<file path="src/rtl/tdm_pkg.sv">
// Shared types and constants for the 4-channel TDM receive path.
package tdm_pkg;

  localparam int NUM_SLOTS = 4;
  localparam int SLOT_W    = 2;

  typedef enum logic {
    HUNT   = 1'b0,
    LOCKED = 1'b1
  } state_e;

endpackage : tdm_pkg

</file>
<file path="src/rtl/tdm_demux_1x4_decoder.sv">
// Slot index to one-hot write enable; mirror of the transmit mux select tree.
module decoder_2x4
  import tdm_pkg::*;
(
  input  logic [SLOT_W-1:0]    slot,
  input  logic                 en,
  output logic [NUM_SLOTS-1:0] we
);

  // One-hot decode of the slot, gated by the beat-accept qualifier.
  always_comb begin
    we = 4'b0000;
    if (en) begin
      case (slot)
        2'd0:    we = 4'b0001;
        2'd1:    we = 4'b0010;
        2'd2:    we = 4'b0100;
        2'd3:    we = 4'b1000;
        default: we = 4'b0000;
      endcase
    end else begin
      we = 4'b0000;
    end
  end

endmodule : decoder_2x4

</file>
<file path="src/rtl/tdm_demux_1x4.sv">
// Receive side of the 4-channel TDM link: slot tracking, frame rebuild,
// misalignment detection.
module tdm_demux_1x4
  import tdm_pkg::*;
#(
  parameter int W        = 8,
  parameter bit REQ_SYNC = 1'b1
) (
  input  logic         clk,
  input  logic         rstn,
  input  logic [W-1:0] din,
  input  logic         din_valid,
  input  logic         frame_sync,
  output logic [W-1:0] ch0,
  output logic [W-1:0] ch1,
  output logic [W-1:0] ch2,
  output logic [W-1:0] ch3,
  output logic         frame_valid,
  output logic         sync_err,
  output logic         locked
);

  state_e              state_r;
  logic [SLOT_W-1:0]   slot_r;
  logic [W-1:0]        stage_r [0:NUM_SLOTS-2];
  logic [W-1:0]        ch_r    [0:NUM_SLOTS-1];
  logic                frame_valid_r;
  logic                sync_err_r;
  logic                locked_r;

  state_e              next_state_s;
  logic [SLOT_W-1:0]   next_slot_s;
  logic [SLOT_W-1:0]   wr_slot_s;
  logic                accept_s;
  logic                err_s;
  logic                clear_s;
  logic [NUM_SLOTS-1:0] we_s;

  // Beat classification: where the beat goes, next slot/state, error flag.
  always_comb begin
    next_state_s = state_r;
    next_slot_s  = slot_r;
    wr_slot_s    = slot_r;
    accept_s     = 1'b0;
    err_s        = 1'b0;
    clear_s      = 1'b0;
    if (din_valid) begin
      case (state_r)
        HUNT: begin
          if (frame_sync) begin
            accept_s     = 1'b1;
            wr_slot_s    = 2'd0;
            next_slot_s  = 2'd1;
            next_state_s = LOCKED;
          end else begin
            next_slot_s  = 2'd0;
          end
        end
        LOCKED: begin
          if (frame_sync && (slot_r != 2'd0)) begin
            // Early sync restarts the frame with this beat as slot 0.
            err_s       = 1'b1;
            clear_s     = 1'b1;
            accept_s    = 1'b1;
            wr_slot_s   = 2'd0;
            next_slot_s = 2'd1;
          end else if (!frame_sync && (slot_r == 2'd0) && REQ_SYNC) begin
            err_s        = 1'b1;
            next_slot_s  = 2'd0;
            next_state_s = HUNT;
          end else begin
            accept_s    = 1'b1;
            wr_slot_s   = slot_r;
            next_slot_s = slot_r + 2'd1;
          end
        end
        default: begin
          next_state_s = HUNT;
          next_slot_s  = 2'd0;
        end
      endcase
    end else begin
      next_state_s = state_r;
    end
  end

  decoder_2x4 u_dec (
    .slot (wr_slot_s),
    .en   (accept_s),
    .we   (we_s)
  );

  // FSM, slot counter, staging and output registers.
  always_ff @(posedge clk) begin
    if (!rstn) begin
      state_r       <= HUNT;
      slot_r        <= 2'd0;
      frame_valid_r <= 1'b0;
      sync_err_r    <= 1'b0;
      locked_r      <= 1'b0;
      for (int i = 0; i < NUM_SLOTS - 1; i++) stage_r[i] <= '0;
      for (int i = 0; i < NUM_SLOTS; i++)     ch_r[i]    <= '0;
    end else begin
      state_r       <= next_state_s;
      slot_r        <= next_slot_s;
      locked_r      <= (next_state_s == LOCKED);
      frame_valid_r <= we_s[3];
      sync_err_r    <= err_s;
      if (clear_s) begin
        stage_r[1] <= '0;
        stage_r[2] <= '0;
      end
      for (int i = 0; i < NUM_SLOTS - 1; i++) begin
        if (we_s[i]) stage_r[i] <= din;
      end
      if (we_s[3]) begin
        ch_r[0] <= stage_r[0];
        ch_r[1] <= stage_r[1];
        ch_r[2] <= stage_r[2];
        ch_r[3] <= din;
      end
    end
  end

  assign ch0         = ch_r[0];
  assign ch1         = ch_r[1];
  assign ch2         = ch_r[2];
  assign ch3         = ch_r[3];
  assign frame_valid = frame_valid_r;
  assign sync_err    = sync_err_r;
  assign locked      = locked_r;

endmodule : tdm_demux_1x4
</file>
<file path="config.mk">
export PLATFORM = sky130hd
export DESIGN_NAME = tdm_demux_1x4
export DESIGN_NICKNAME = d
export VERILOG_FILES = /design/src/rtl/tdm_pkg.sv /design/src/rtl/tdm_demux_1x4_decoder.sv /design/src/rtl/tdm_demux_1x4.sv
export SDC_FILE = /design/constraint.sdc
export NUM_CORES = 1
export LEC_CHECK = 0
export ABC_AREA = 1
export BUFFER_PORTS_ARGS = -buffer_cell sky130_fd_sc_hd__buf_2
export CORE_MARGIN = 4
export CORE_UTILIZATION = 30
export CTS_BUF_LIST = sky130_fd_sc_hd__clkbuf_4
export DETAILED_ROUTE_END_ITERATION = 8
export GPL_ROUTABILITY_DRIVEN = 0
export PLACE_DENSITY_LB_ADDON = 0.15
export SLEW_MARGIN = 30
export SYNTH_ARGS = -nofsm -noshare
export SYNTH_HDL_FRONTEND = slang
export SYNTH_HIERARCHICAL = 1
export SYNTH_SLANG_ARGS = --single-unit
</file>
<file path="constraint.sdc">
create_clock -name clk -period 2.78 [get_ports clk]
set_input_delay 0.139 -clock clk [delete_from_list [all_inputs] [get_ports clk]]
set_output_delay 0.139 -clock clk [all_outputs]
set_load 0.05 [all_outputs]
</file>
; ---- Word level (Yosys, flattened, before mapping)
; Memories as Yosys holds them, arrays and structs flattened.
; Index checks and enable logic that the tools add are counted.
[word_totals]
mem_count = 2
output_inout_bits = 35
ram_bits = 56
input_bits = 12
reg_bits = 5
[memory_table]
columns = memory, words, word_bits, rd, rd_clocked_by_memory_dff, wr, line
row1 = ch_r, 4, 8, 4, 0, 4, tdm_demux_1x4.sv:26  ; logic [W-1:0] ch_r [0:NUM_SLOTS-1];
row2 = stage_r, 3, 8, 3, 0, 3, tdm_demux_1x4.sv:25  ; logic [W-1:0] stage_r [0:NUM_SLOTS-2];
[classes]
add_sub_neg = 1
n_reduce_logical = 7
n_bitwise = 10
n_eq_ne = 3
mux = 45
[op_table]
columns = operator, n
row1 = two-way mux 8 bit, 9
row2 = two-way mux 1 bit, 26
row3 = one-hot mux 4 bit (4 select lines), 1
row4 = two-way mux 2 bit, 5
row5 = OR 1 bit, 9
row6 = one-hot mux 2 bit (2 select lines), 2
row7 = equality test 2 bit (second input constant), 2
row8 = zero test 2 bit, 2
row9 = two-way mux 4 bit, 1
row10 = AND reduction 3 bit, 1
row11 = adder 2 x 1 -> 2 bit (second input constant), 1
row12 = equality test 2 x 1 -> 1 bit (second input constant), 1
row13 = logical AND 1 bit, 2
row14 = one-hot mux 1 bit (2 select lines), 1
row15 = nonzero test 2 bit, 1
row16 = zero test 1 bit, 1
row17 = NOT 1 bit, 1

; ---- Longest topological paths before layout
[logic_depth]
word_depth = 12
depth_mapped = 16
mapped_depth_nobuf = 16

; ---- Modules after synthesis
; Netlist, hierarchy kept.
[modules_own_cells]
columns = mod, n_inst, cells_each, seq_area_each_um2, area_per_inst_um2
row1 = tdm_demux_1x4, 1, 215, 1701.6, 2409.8
row2 = decoder_2x4, 1, 8, 0.0, 30.0

; ---- Worst setup path after synthesis
; No wires, ideal clock.
[synth_path]
path_type = flip-flop to flip-flop
from = register slot_r[0]
to = memory ch_r[0][0], enable pin
synth_period_minus_slack_ns = 2.194
path_slack_ns = 0.586
setup_time_ns = 0.375
path_stages_with_launch = 13
t_arrival_ns = 1.819
path_buffers = 0
t_required_ns = 2.405
path_cell_list = dfxtp_1 > inv_1 > ha_1 > inv_1 > ha_1 > inv_1 > nand2_1 > nand2_1 > inv_1 > nor2_1 > inv_1 > nor2_1 > or2_2
[synth_lines]
columns = item, line
row1 = "start, declared", tdm_demux_1x4.sv:24  ; logic [SLOT_W-1:0] slot_r;
row2 = "start signal, assigned", tdm_demux_1x4.sv:105  ; slot_r <= next_slot_s;
row3 = "end, declared", tdm_demux_1x4.sv:26

==> flow_summary_export.csv <==
group,metric,value,unit
sta,fin_skew,0.00773,ns
synth,synth-seq-area-share,69.7,%
layout,syn_to_final_growth,22.6,%
detailed_routing,drt-initial-drc-count,52,
synth,synth_cells,223,
critical_path,path_max_fanout,10,
sta,rsz0062_at_grt,"no",
critical_path,crit_path_end_kind,"register",
clock_tree,post_cts_buffers,0,
synth,ys_ff_latch,61,
power_and_ir_drop,internal_power,0.00161,W
clock_tree,htreeDepth,3,
synth,yosys-top-cells-area,"edfxtp_1, dfxtp_1, inv_1",
clock_tree,clk_pin_slew,0.10,ns
min_path,hp-class,"in2reg",
layout,final_layout_size_suffix_gt1_share,24.6,%
die,boundaryPins,47,
sta,slew_violations,0,
die,die_w,98.2,µm
sta,max_freq,446,MHz
place,dp_cells,367,
power_and_ir_drop,max-vdd-ir-drop,0.256,mV
die,initial_core_util,31.3,%
grt,antenna_found_initial,0,
power_and_ir_drop,p_leak,1.37,nW
critical_path,worstReg2RegEnd,"stage_r[1][6]",
grt,grt_pass1_wl,7820,µm
synth,netlist_area,2440,µm²
sta,period_minus_slack,2.24,ns
grt,first_global_vias,1573,
flow_run,cap_violations,0,
synth,ys_warn_count,6,
critical_path,worstSetupPathType,"reg2reg",
layout,finalCoreUtilization,38.3,%
grt,grt_max_degree,34,
synth,yosysTopAreaCell,"edfxtp_1",
critical_path,required,2.83,ns
critical_path,cp_common_cell,"inv_1",
critical_path,startpoint_type,"register",
layout,fin_nets,291,
power_and_ir_drop,swShare,23.1,%
synth,syn_nets,238,
place,hpwl,3140,µm
clock_tree,cts_root_buffer,"clkbuf_4",
detailed_routing,remaining_drc_errors,0,
critical_path,critPathArrivalTime,2.30,ns
clock_tree,numCtsBuffers,9,
power_and_ir_drop,p_sw,0.000483,W
power_and_ir_drop,clkPwrFrac,41.5,%
sta,worst_pin_slew,0.424,ns
power_and_ir_drop,total_power,0.00209,W
detailed_routing,ant_nets,0,
critical_path,slowest_delay,0.35,ns
die,coreArea,7810,µm²
place,place.port_buffers,46,
die,die_h,98.2,µm
synth,avgSynthCellArea,10.9,µm²
critical_path,critPathSlowestCell,"nand3_1",
synth,synth_top_area_share,59.1,%
critical_path,worst-path-buf-inv,4,
sta,setup_viol,0,
sta,timing.slew.headroom,71.7,%
clock_tree,cts_buffer_depth,2,
sta,finalCritPeriodShare,80.7,%
sta,finalHoldViolCount,0,
sta,setup_slack,0.536,ns
clock_tree,cts_resized,0,
detailed_routing,viasPerCell,4.13,
critical_path,crit_family,"simple AND/OR/NAND/NOR gates",
power_and_ir_drop,power_frac_comb,9.0,%
place,post-place-ws,0.536,ns
detailed_routing,drt_wl_total,4640,µm
die,std_cell_rows,32,
detailed_routing,vias,1580,
grt,track_usage,10.5,%
min_path,holdPathStages,2,
critical_path,r2r_slack,0.54,ns
synth,ys_types,18,
detailed_routing,first_pass_iters,4,
layout,finalNonFillerCells,383,
critical_path,r2r_cells,13,
power_and_ir_drop,seq_power_share,49.5,%
layout,n_antenna_cell,0,
clock_tree,clk_latency,0.38,ns
clock_tree,cts_hold_buffers,0,
sta,tns,0,ns
die,dieArea,9640,µm²
clock_tree,cts_sinks,61,
min_path,min_to,"slot_r[1]",
power_and_ir_drop,cellPowerDensity,699,nW/µm²
detailed_routing,wl_per_cell,12.1,µm
critical_path,rr_startpoint,"slot_r[0]",
critical_path,cp_cell_sequence,"inv_1, ha_1, inv_1, ha_1, inv_1, nand2_1, nand2_1, inv_1, nor2_1, nand2_1, nor2_1, nand2_2, nand3_1",
outcome,status,"finished, final reports clean",
clock_tree,cts_tree,"built",
min_path,hp-start,"din_valid",
grt,overflow,0,
flip-flops by register name, summed over array words and instances (netlist names):
signal / cells
ch_r: 32
sync_err: 1
slot_r: 2
stage_r: 24
frame_valid: 1
locked: 1
layout by cell type (no fill, tap or decap):
cell,n
nor3_1,1
a21oi_1,2
nand2_4,1
dfxtp_1,13
clkinv_2,2
nand2_2,1
buf_12,1
nand4_1,8
o21ai_0,10
or2_2,1
inv_1,55
buf_2,46
bufinv_16,4
nor2_1,47
clkbuf_4,9
nand3_1,3
buf_4,1
nand4_4,2
ha_1,3
nand2_1,22
clkinvlp_4,1
edfxtp_1,48
layout make-up:
type / instances / area (µm²)
fill: 794 / 4820
sequential: 61 / 1700
multi-input combinational: 101 / 493
timing repair buffer: 48 / 258
inverter: 55 / 206
clock inverter: 7 / 138
tap: 102 / 128
clock buffer: 9 / 67.6
worst max-delay path by stage:
| stage | depth (start not counted) | to | slack [ns] | start |
|---|---|---|---|---|
| 3_5_place_dp | 13 | stage_r[1][1] | 0.54 | slot_r[0] |
| 6_report | 13 | stage_r[1][6] | 0.54 | slot_r[0] |
| 3_3_place_gp | 13 | stage_r[1][1] | 0.55 | slot_r[0] |
| 5_1_grt | 13 | stage_r[1][6] | 0.25 | slot_r[0] |
| 2_1_floorplan | 12 | ch_r[0][0] | 0.59 | slot_r[0] |
| 4_1_cts | 13 | stage_r[1][2] | 0.53 | slot_r[0] |
routing by layer:
| layer | vias to the layer above | part of all wire (%) | track usage [%] | wire length (µm) |
|---|---|---|---|---|
| li1 | 807 | - | - | - |
| met1 | 729 | 46 | 13.2 | 2130 |
| met5 | - | 0 | 0 | 0 |
| met4 | 0 | 2.0 | 5.67 | 93 |
| met3 | 8 | 5.2 | 3.00 | 243 |
| met2 | 36 | 47 | 16.2 | 2170 |
through the flow:
step / instance area (µm²) / hold WS [ns]
after floorplan: 2440 / 0.232
after global placement: 2790 / 0.425
after detailed placement: 2790 / 0.427
after CTS: 2990 / 0.0000714
after global routing: 2990 / 0.00666
final: 2990 / 0.0329
power groups by stage:
stage	sequential (W)	clock, W	combinational, W
floorplan	0.00112	0	0.0000691
global placement	0.00106	0	0.000191
detailed placement	0.00106	0	0.000191
CTS	0.00104	0.000894	0.000192
global route	0.00104	0.000934	0.000208
finish	0.00103	0.000868	0.000188
cell families after synthesis:
logic type      share of synthesized area, %
simple gates                            16.2
buf+inv                                 10.1
flops                                   69.7
compound gates                          2.46
fa+ha+maj                               1.54
synth_stat cells (all sizes together):
master,count
a21oi,2
buf,6
dfxtp,13
edfxtp,48
ha,3
inv,55
nand2,24
nand3,3
nand4,10
nor2,47
nor3,1
o21ai,10
or2,1
(Power assumes the default switching activity.)
